$ cat config.mk
export PLATFORM = sky130hd
export DESIGN_NAME = picosoc_mem_arbiter
export DESIGN_NICKNAME = d
export VERILOG_FILES = /design/src/rtl/picosoc_mem_arbiter.sv
export SDC_FILE = /design/constraint.sdc
export NUM_CORES = 1
export LEC_CHECK = 0
export CAP_MARGIN = 20
export CORE_AREA = 2 2 134 136
export DETAILED_ROUTE_END_ITERATION = 12
export DIE_AREA = 0 0 136 138
export SYNTH_ARGS = -nofsm -noshare
export SYNTH_HDL_FRONTEND = slang
export SYNTH_SLANG_ARGS = --single-unit
$ cat constraint.sdc
create_clock -name clk -period 1.9 [get_ports clk]
set_input_delay 0.19 -clock clk [delete_from_list [all_inputs] [get_ports clk]]
set_output_delay 0.19 -clock clk [all_outputs]
set_load 0.02 [all_outputs]
$ cat src/rtl/picosoc_mem_arbiter.sv
// Two-master round-robin arbiter for the picorv32 native memory bus,
// with a bus watchdog that ends stalled accesses with an error word.
//
// Ports:
//   clk, reset          rising-edge clock, async active-high reset
//   m0_* / m1_*         master request side (valid/ready/addr/wdata/wstrb/rdata)
//   s_*                 shared slave bus (valid/ready/addr/wdata/wstrb/rdata)
//   timeout_err         sticky watchdog flag, cleared by err_clr
//   err_addr            address of the most recent timed-out access
module picosoc_mem_arbiter #(
  parameter int unsigned TIMEOUT   = 256,
  parameter logic [31:0] ERR_RDATA = 32'hDEAD_BEEF
) (
  input  logic        clk,
  input  logic        reset,
  input  logic        m0_valid,
  output logic        m0_ready,
  input  logic [31:0] m0_addr,
  input  logic [31:0] m0_wdata,
  input  logic [3:0]  m0_wstrb,
  output logic [31:0] m0_rdata,
  input  logic        m1_valid,
  output logic        m1_ready,
  input  logic [31:0] m1_addr,
  input  logic [31:0] m1_wdata,
  input  logic [3:0]  m1_wstrb,
  output logic [31:0] m1_rdata,
  output logic        s_valid,
  input  logic        s_ready,
  output logic [31:0] s_addr,
  output logic [31:0] s_wdata,
  output logic [3:0]  s_wstrb,
  input  logic [31:0] s_rdata,
  output logic        timeout_err,
  output logic [31:0] err_addr,
  input  logic        err_clr
);

  typedef enum logic [1:0] {
    IDLE,
    GNT0,
    GNT1,
    TOUT
  } state_t;

  localparam bit          LP_WD_EN = (TIMEOUT != 0);
  localparam logic [15:0] LP_LAST  =
    (TIMEOUT == 0) ? 16'd0 : 16'(TIMEOUT - 1);

  state_t      r_state;
  state_t      w_next;
  logic        r_last;
  logic [15:0] r_cnt;
  logic        r_err;
  logic [31:0] r_err_addr;
  logic        w_tout;
  logic        w_wd_hit;

  assign timeout_err = r_err;
  assign err_addr    = r_err_addr;

  // Final stalled cycle of a granted access.
  assign w_wd_hit = LP_WD_EN && (r_cnt == LP_LAST);

  always_comb begin
    w_next   = r_state;
    w_tout   = 1'b0;
    s_valid  = 1'b0;
    s_addr   = '0;
    s_wdata  = '0;
    s_wstrb  = '0;
    m0_ready = 1'b0;
    m1_ready = 1'b0;
    m0_rdata = '0;
    m1_rdata = '0;
    unique case (r_state)
      IDLE: begin
        // r_last == 1 means master 0 wins a tie.
        if (m0_valid && (!m1_valid || r_last))
          w_next = GNT0;
        else if (m1_valid)
          w_next = GNT1;
      end
      GNT0: begin
        s_valid  = m0_valid;
        s_addr   = m0_addr;
        s_wdata  = m0_wdata;
        s_wstrb  = m0_wstrb;
        m0_ready = s_ready && m0_valid;
        m0_rdata = m0_ready ? s_rdata : '0;
        if (!m0_valid || s_ready) begin
          w_next = IDLE;
        end else if (w_wd_hit) begin
          w_next = TOUT;
          w_tout = 1'b1;
        end
      end
      GNT1: begin
        s_valid  = m1_valid;
        s_addr   = m1_addr;
        s_wdata  = m1_wdata;
        s_wstrb  = m1_wstrb;
        m1_ready = s_ready && m1_valid;
        m1_rdata = m1_ready ? s_rdata : '0;
        if (!m1_valid || s_ready) begin
          w_next = IDLE;
        end else if (w_wd_hit) begin
          w_next = TOUT;
          w_tout = 1'b1;
        end
      end
      TOUT: begin
        // r_last still names the master whose access timed out.
        if (r_last) begin
          m1_ready = 1'b1;
          m1_rdata = ERR_RDATA;
        end else begin
          m0_ready = 1'b1;
          m0_rdata = ERR_RDATA;
        end
        w_next = IDLE;
      end
      default: w_next = IDLE;
    endcase
  end

  always_ff @(posedge clk or posedge reset) begin
    if (reset) begin
      r_state    <= IDLE;
      r_last     <= 1'b1;
      r_cnt      <= '0;
      r_err      <= 1'b0;
      r_err_addr <= '0;
    end else begin
      r_state <= w_next;
      if (r_state == IDLE && w_next == GNT0)
        r_last <= 1'b0;
      else if (r_state == IDLE && w_next == GNT1)
        r_last <= 1'b1;
      if (r_state == IDLE)
        r_cnt <= '0;
      else if (LP_WD_EN && s_valid && !s_ready)
        r_cnt <= r_cnt + 16'd1;
      // A new timeout beats a simultaneous clear.
      if (w_tout) begin
        r_err      <= 1'b1;
        r_err_addr <= s_addr;
      end else if (err_clr) begin
        r_err <= 1'b0;
      end
    end
  end

endmodule

# After elaboration in Yosys (flattened, before gate mapping)
# Index checks and enable logic that the tools add are counted.
[op_classes] add_sub_neg=1 multipliers=0 div_mod_pow=0 magnitude_cmp=0 n_eq_ne=6 shift=0 muxes=30 bitwise=0 reduce_logical=16
[ops] cell="$pmux 32 s2" n=4
[ops] cell="$mux 32" n=4
[ops] cell="$mux 16" n=2
[ops] cell="$add 16x1->16 const B" n=1
[ops] cell="$eq 16x8->1 const B" n=1
[ops] cell="$mux 2" n=5
[ops] cell="$mux 1" n=9
[ops] cell="$pmux 1 s2" n=4
[ops] cell="$pmux 2 s4" n=1
[ops] cell="$pmux 4 s2" n=1
[ops] cell="$eq 2x2->1 const B" n=3
[ops] cell="$logic_and 1x1->1" n=6
[ops] cell="$reduce_bool 2->1" n=3
[ops] cell="$eq 2x1->1 const B" n=2
[ops] cell="$logic_not 1->1" n=3
[ops] cell="$logic_or 1x1->1" n=3
[ops] cell="$logic_not 2->1" n=1
[word_totals] register_bits=52 latchBits=0 ram_bits=0 romBits=0 output_inout_bits=168 elab_cells=58 mem_count=0

# Logic depth before layout (Yosys ltp)
# Gate-level depths: netlist of the first run.
[depth] word_depth=9 mapped_depth=9 mapped_depth_nobuf=6

# Worst setup path before layout of the first run
# OpenSTA, ideal clock, no wires.
[synth_path] path_type="reg-to-reg" start="reg r_state[1]" end="reg r_cnt[15]" setup_ps=78 arrival_ps=2041 t_required_ps=1822 path_slack_ps=-219 path_stages_with_launch=7 n_path_buf=0 synth_period_minus_slack_ps=2119 path_cell_list="dfrtp_1 -> inv_1 -> ha_1 -> nand3b_1 -> or4_1 -> or3_1 -> a21oi_1"
[synth_via] elab_chain_len=4 elab_cells_between_ends=7 classes_between="eq/ne (2); mux (2); reduce/logical (3)"
[synth_lines] item="start: declaration" line="50" rtl="state_t r_state;"
[synth_lines] item="start signal: assignment" line="135" rtl="r_state <= w_next;"
[synth_lines] item="$eq 2x2->1 or $eq 2x1->1 (tied branches)" line="76" rtl="unique case (r_state)"
[synth_lines] item="$pmux 1 s2" line="76"
[synth_lines] item="$logic_and 1x1->1" line="142" rtl="else if (LP_WD_EN && s_valid && !s_ready)"
[synth_lines] item="$reduce_bool 2->1 (no source line)"
[synth_lines] item="end signal: assignment" line="143" rtl="r_cnt <= r_cnt + 16'd1;"
[synth_lines] item="end: declaration" line="53" rtl="logic [15:0] r_cnt;"
# Several ways; a longest one is shown, not always the timed one.
# A chain may end at the register's enable or synchronous reset.

# Worst setup path after layout of the first run
[layout_path] start="reg r_state[0]" end="reg r_cnt[15]"
# Same word-level chain as after synthesis.

==> flow_metrics.tcl, run 1 <==
set metrics [dict create \
    die_y_um 138 \
    ios 342 \
    ys_seq_area_share_pct 32.2 \
    tritoncts "yes" \
    fin_crit_ns 2.09 \
    finalWorstSetupSlack_ns -0.187 \
    cp-startpoint "r_state[0]$_DFF_PP0_" \
    avgSynthCellArea_um2 9.31 \
    ys_types 42 \
    tightest_slew_ns 0.416 \
    syn2layout_area_growth_pct 149 \
    synthArstFlopShare_pct 100 \
    drcViolationCount 0 \
    numCtsBuffers 5 \
    holdBufCountCts 0 \
    ys_top_cells_by_area "dfrtp_1 (32%), a22oi_1 (13%), nor2b_1 (11%), mux2_4 (11%), a21o_1 (8.9%)" \
    max-slew-margin-rel_pct 72.3 \
    synth_top_area_cell "dfrtp_1" \
    grt_pass1_vias 5288 \
    worstSkewPairLatency_ns 0.29 \
    gp_congestion 0.856 \
    clk_pin_slew_worst_paths_ns 0.07 \
    wl_per_cell_um 18.6 \
    finalMaxSlewViolations 0 \
    path_max_fanout 4 \
    nets 1059 \
    violations "negative setup slack" \
    via_per_inst 4.72 \
    synth_edf_count 0 \
    p_leak_nw 4.75 \
    cpMaxStageDelayCell "or4_4" \
    grt-ovfl-total 0 \
    hpwl_mm 14.2 \
    drtPass1Iterations 4 \
    cp.arrival_ns 2.30 \
    power_density_nw_per_um2 1090 \
    synth_area_um2 4040 \
    maxCapViolCount 0 \
    antenna_left 0 \
    preCtsSetupSlack_ns -0.316 \
    dieArea_um2 18800 \
    cts.sinks 52 \
    ys.flop_type "dfrtp_1" \
    ys_ff_latch 52 \
    rows 49 \
    path_cells "inv_4, ha_4, buf_12, nand3b_1, or4_4, or3_4, a21oi_2" \
    grt_util_all_layers_pct 18.6 \
    syn_nets 613 \
    regArea_um2 1310 \
    fp.dieW_um 136 \
    start_util_pct 23.0 \
    multi_input_area_um2 3260 \
    cpPeakStageDelay_ns 0.57 \
    tns_ns -13.39 \
    required_ns 2.11 \
    fill_cells 1466 \
    skew_ns 0.00801 \
    synthCells 434 \
    hold_class "input port to async pin" \
    status "finished with violations" \
    max_freq_mhz 479 \
    grt_pass1_wl_mm 27.9 \
    finalWirelength_mm 20.7 \
    ir_worst_vdd_mv 0.663 \
    drive_gt1_share_pct 55.6 \
    critPathCaptureType "register" \
    root_buffer "clkbuf_16" \
    vias 5243 \
    yosysWarnings 0 \
    cts_buffer_depth 2 \
    rsz0062_at_grt "true" \
    timing.rr.start "r_state[0]$_DFF_PP0_" \
    grt_max_degree 36 \
    coreArea_um2 17500 \
    hold_violations 0 \
    port_buffers 341 \
    cp-start-kind "register" \
    critical_path_class "register to register" \
    antenna_cells 0 \
    setup_viol 161 \
    finalCritPeriodShare_pct 110 \
    synth_top_area_share_pct 31.6 \
    cts.htree.levels 2 \
    drt_iter0_drc 145 \
    antenna_found_initial 0 \
]
flip-flops by register name, indices dropped and copies added, names as in the netlist:
| name | flops |
|---|---|
| timeout_err | 1 |
| r_last | 1 |
| r_cnt | 16 |
| err_addr | 32 |
| r_state | 2 |
per-stage QoR:
step                      util [%]  std cells  power (mW)  instance area (um^2)  hold slack [ns]
after floorplan                  -        434        4.50                  4220            0.286
after global placement        47.7       1026        7.38                  8360            0.490
after detailed placement      47.7       1026        7.44                  8360            0.494
after CTS                     50.4       1066        9.29                  8850            0.184
after global routing          57.4       1110        11.6                 10100            0.194
final                         57.4       1110        11.0                 10100            0.171
cells in the mapped netlist, types with 6 or more instances:
cell type,n
nor2b_1,72
dfrtp_1,51
a21o_1,48
nor2_1,13
inv_1,6
o21ai_0,9
buf_1,6
a21oi_1,9
mux2_4,29
and2_1,18
xnor2_1,8
clkbuf_1,32
a22oi_1,69
nand2_1,9
final cells by class:
class                   count  area share, %
clock inverters             2          0.385
inverters                   6          0.273
flip-flops and latches     52           13.0
clock buffers               6           1.38
well taps                 229           2.84
multi-input cells         332           32.4
repair buffers            483           49.8
worst max-delay path: cells and delay by family, from the launching register on:
family	cells	cell delay [ns]
and+or+nand+nor	3	1.02
adders and majority gates	1	0.29
DFF	1	0.41
AOI/OAI and AO/OA	1	0.14
buffers and inverters	2	0.16
routing by layer:
| metal | up-vias | global-route usage, % | wire (um) |
|---|---|---|---|
| met5 | - | 0 | 0 |
| li1 | 2459 | - | - |
| met3 | 28 | 3.45 | 1490 |
| met1 | 2502 | 19.6 | 7190 |
| met4 | 0 | 5.81 | 497 |
| met2 | 254 | 36.5 | 11500 |
where the power goes:
part	internal, mW	total [mW]	switching (mW)	leakage (nW)
logic	4.84	8.75	3.91	3.94
clock network	0.660	1.06	0.403	0.0871
registers	1.15	1.20	0.0466	0.719
total	6.65	11.0	4.36	4.75
cells by family after synthesis:
| kind of cell | after synthesis | share of synthesized area [%] |
|---|---|---|
| XOR/XNOR | 8 | 1.73 |
| multiplexers | 35 | 12.4 |
| buffers and inverters | 50 | 5.30 |
| AO/OA/AOI/OAI | 139 | 24.9 |
| AND/OR/NAND/NOR | 145 | 21.9 |
| flip-flops | 52 | 32.2 |
| adder cells (fa/ha/maj) | 5 | 1.55 |
layout by cell type (no fill, tap or decap), drive strengths merged, types with 2 or more instances in the layout:
| cell | netlist | routed |
|---|---|---|
| dfrtp | 51 | 51 |
| nand2b | 2 | 2 |
| nand3 | 5 | 5 |
| and2 | 18 | 18 |
| a22oi | 69 | 69 |
| nor4 | 4 | 4 |
| and3 | 2 | 2 |
| xnor2 | 8 | 8 |
| or4 | 3 | 3 |
| nand2 | 10 | 10 |
| nor3 | 4 | 4 |
| inv | 6 | 6 |
| a21oi | 9 | 9 |
| ha | 5 | 5 |
| o21ai | 9 | 9 |
| clkdlybuf4s50 | 0 | 206 |
| clkbuf | 32 | 15 |
| mux2 | 34 | 34 |
| a21o | 48 | 48 |
| nor2b | 72 | 72 |
| nand4b | 2 | 2 |
| buf | 12 | 266 |
| nor2 | 13 | 13 |
| nand4 | 3 | 3 |
| or2 | 2 | 2 |
final timing paths:
check / end / slack, ns / cells after the start
worst max-delay path: r_cnt[15]$_DFFE_PP0P_ / -0.19 / 7
min in group clk: timeout_err$_DFFE_PP0P_ / 0.45 / 2
worst min-delay path: timeout_err$_DFFE_PP0P_ / 0.17 / 2
worst min register to register: err_addr[21]$_DFFE_PP0P_ / 0.51 / 1
worst max register to register: r_cnt[15]$_DFFE_PP0P_ / -0.19 / 7
max in group asynchronous: err_addr[19]$_DFFE_PP0P_ / 1.13 / 3
timing repair:
action	4_1_cts	5_1_grt
setup endpoints to repair	182	181
pin swaps	20	37
setup buffers	27	35
hold endpoints to repair	0	0
resized for setup	633	266
gates cloned	5	10
No activity file was read; power rests on OpenSTA's default activity.
==> run 2, diff against run 1 <==
--- a/config.mk
+++ b/config.mk
@@ -5,10 +5,12 @@
 export SDC_FILE = /design/constraint.sdc
 export NUM_CORES = 1
 export LEC_CHECK = 0
+export ABC_AREA = 1
 export CAP_MARGIN = 20
-export CORE_AREA = 2 2 134 136
+export CORE_AREA = 2 2 132 134
 export DETAILED_ROUTE_END_ITERATION = 12
-export DIE_AREA = 0 0 136 138
+export DIE_AREA = 0 0 134 136
+export PLACE_DENSITY = 0.67
 export SYNTH_ARGS = -nofsm -noshare
 export SYNTH_HDL_FRONTEND = slang
 export SYNTH_SLANG_ARGS = --single-unit
==> run 2 against run 1 <==
The run still ends with negative setup slack left. Sequential power hardly changed. Hold slack better by 0.12 ns. Cell area decreased by 2.6%. Clock-buffer cell count rose by 2. Combinational power is 7.7% higher. First-iteration DRC count increased by 67%. Clock skew increased by 0.0023 ns. Sequential share of layout area increased by 0.32 points. Synthesized cell count up 43%. Highest routed layer unchanged.
==> flow_metrics.tcl, run 2 <==
set metrics [dict create \
    max-slew-margin-rel_pct 71.7 \
    use_met1_pct 26.7 \
    antenna_cells 0 \
    grt_pass1_wl_mm 30.7 \
    drcViolationCount 0 \
    synth_area_um2 4150 \
    gp_congestion 0.864 \
    grt-ovfl-total 0 \
    numCtsBuffers 5 \
    hpwl_mm 15.3 \
    yosysWarnings 0 \
    rows 48 \
    largest_reg_flops 32 \
    max_freq_mhz 504 \
    clk_pin_slew_worst_paths_ns 0.07 \
    drt_iter0_drc 242 \
    wl_per_cell_um 17.4 \
    path_max_fanout 7 \
    finalCritPeriodShare_pct 104 \
    ios 342 \
    path_cells "buf_6, ha_4, buf_12, buf_12, a22o_1, nand2_1, inv_1, buf_6" \
    met3_usage_pct 4.03 \
    multi_input_area_um2 3060 \
    setup_viol 49 \
    ir_worst_vdd_mv 0.676 \
    ys_seq_area_share_pct 31.4 \
    start_util_pct 24.6 \
    finalWirelength_mm 22.1 \
    via_per_inst 4.75 \
    synth_top_area_cell "dfrtp_1" \
    cts.sinks 52 \
    met2_usage_pct 37.2 \
    avgSynthCellArea_um2 6.68 \
    cts.htree.levels 2 \
    dieArea_um2 18200 \
    worstSkewPairLatency_ns 0.29 \
    ys_ff_latch 52 \
    cp-start-kind "register" \
    finalWorstSetupSlack_ns -0.0833 \
    synth_commonest_cells "nand2_1 (184), inv_1 (86), dfrtp_1 (51), nor2_1 (51), o31ai_1 (48)" \
    grt_busiest_layer "met2" \
    antenna_found_initial 0 \
    finalMaxSlewViolations 0 \
    vias 6014 \
    syn_nets 801 \
    root_buffer "clkbuf_16" \
    synth_top_area_share_pct 30.7 \
    ys.flop_type "dfrtp_1" \
    fill_cells 1496 \
    critPathCaptureType "output port" \
    cpPeakStageDelay_ns 0.40 \
    maxCapViolCount 0 \
    antenna_left 0 \
    grt_max_degree 53 \
    nets 1218 \
    hold_violations 0 \
    ys_types 29 \
    tightest_slew_ns 0.422 \
    rsz0062_at_grt "true" \
    grt_pass1_vias 5572 \
    p_leak_nw 4.56 \
    regArea_um2 1300 \
    synth_edf_count 0 \
    synthCells 622 \
    holdWs_ns 0.289 \
    drtPass1Iterations 5 \
    hold_class "input port to async pin" \
    syn2layout_area_growth_pct 136 \
    violations "negative setup slack" \
    ys_top_cells_by_area "dfrtp_1 (31%), nand2_1 (17%), o31ai_1 (8.7%), inv_1 (7.8%), a22o_1 (6.7%)" \
    required_ns 1.71 \
    fin_crit_ns 1.98 \
    synth.most_common_cell "nand2_1" \
    tritoncts "yes" \
    skew_ns 0.0103 \
    cp.arrival_ns 1.79 \
    grt_util_all_layers_pct 21.3 \
    die_y_um 136 \
    critical_path_class "register to output port" \
    coreArea_um2 16900 \
    final_cell_mix "clkdlybuf4s50_1 (206), nand2_1 (147), buf_4 (97), buf_6 (91), inv_1 (67)" \
    cts_buffer_depth 2 \
    synthArstFlopShare_pct 100 \
    drive_gt1_share_pct 39.8 \
    status "finished with violations" \
    tns_ns -1.58 \
    power_density_nw_per_um2 1170 \
    port_buffers 341 \
    fp.dieW_um 134 \
    final_common_cell "clkdlybuf4s50_1" \
    cpMaxStageDelayCell "dfrtp_1" \
]
-- run 2: cell types whose count changed in the layout (fill, tap and decap cells not counted), moves of 41 or more --
| cell | previous run | this run |
|---|---|---|
| a22oi_2 | 65 | 0 |
| a21o_1 | 48 | 1 |
| inv_1 | 3 | 67 |
| buf_4 | 138 | 97 |
| nand2_1 | 9 | 147 |
| nor2b_2 | 46 | 0 |
-- run 2: through the flow --
step                utilization [%]  area, um^2  setup WS, ns  std cells  power (mW)
finish                         58.1        9810       -0.0833       1265        11.5
global route                   58.1        9810        -0.146       1265        12.1
CTS                            50.0        8440       -0.0720       1238        9.58
floorplan                         -        4270        0.0365        622        4.66
global placement               49.9        8420        -0.272       1214        8.19
detailed placement             49.9        8420        -0.334       1214        8.20
-- run 2: report_power, final --
| part | internal (mW) | switching (mW) | total, mW |
|---|---|---|---|
| clock network | 0.526 | 0.384 | 0.911 |
| registers | 1.15 | 0.0389 | 1.19 |
| logic | 4.46 | 4.96 | 9.42 |
| total | 6.14 | 5.38 | 11.5 |
-- run 2: repair_timing --
| item | CTS | global route |
|---|---|---|
| pin swaps | 9 | 34 |
| endpoints found under the setup margin | 184 | 161 |
| buffers inserted | 12 | 14 |
| cloned | 4 | 13 |
| hold buffers | 0 | 0 |
| resized for setup | 662 | 266 |
-- run 2: cell type report --
class,instances,share of cell area [%]
repair buffers,454,47.7
well taps,225,2.87
multi-input cells,438,31.2
clock buffers,8,1.49
flip-flops and latches,52,13.3
inverters,88,3.47
-- run 2: cells by family (layout without fill, tap and decap cells) --
logic type      count (synthesis)  in the layout  synth area share (%)
compound gates                167            167                  28.2
buf+inv                       132            550                  13.2
xor+xnor                        1              1                 0.211
fa+ha+maj                       5              5                  1.51
flops                          52             52                  31.4
simple gates                  265            265                  25.5
-- run 2: final timing paths --
check / start / to / slack (ns) / cells after the start
setup / recovery: r_state[1]$_DFF_PP0_ / s_addr[5] / -0.08 / 8
hold / removal: reset / r_cnt[14]$_DFFE_PP0P_ / 0.29 / 3
setup reg to reg: r_state[0]$_DFF_PP0_ / err_addr[17]$_DFFE_PP0P_ / -0.03 / 9
hold reg to reg: err_addr[4]$_DFFE_PP0P_ / err_addr[4]$_DFFE_PP0P_ / 0.48 / 2
max in group asynchronous: reset / r_last$_DFFE_PP1P_ / 1.33 / 3
min in group clk: err_clr / timeout_err$_DFFE_PP0P_ / 0.47 / 2
-- run 2: critical path: cells and delay by family (launching register included) --
family,cells,cell delay (ns)
buffers and inverters,5,0.58
flip-flops,1,0.40
AO/OA/AOI/OAI,1,0.24
adder cells (fa/ha/maj),1,0.20
AND/OR/NAND/NOR,1,0.09
-- run 2: metal layers --
metal	vias up	wire length (um)
li1	2884	-
met4	0	598
met5	-	0
met2	279	11100
met3	36	1610
met1	2815	8730
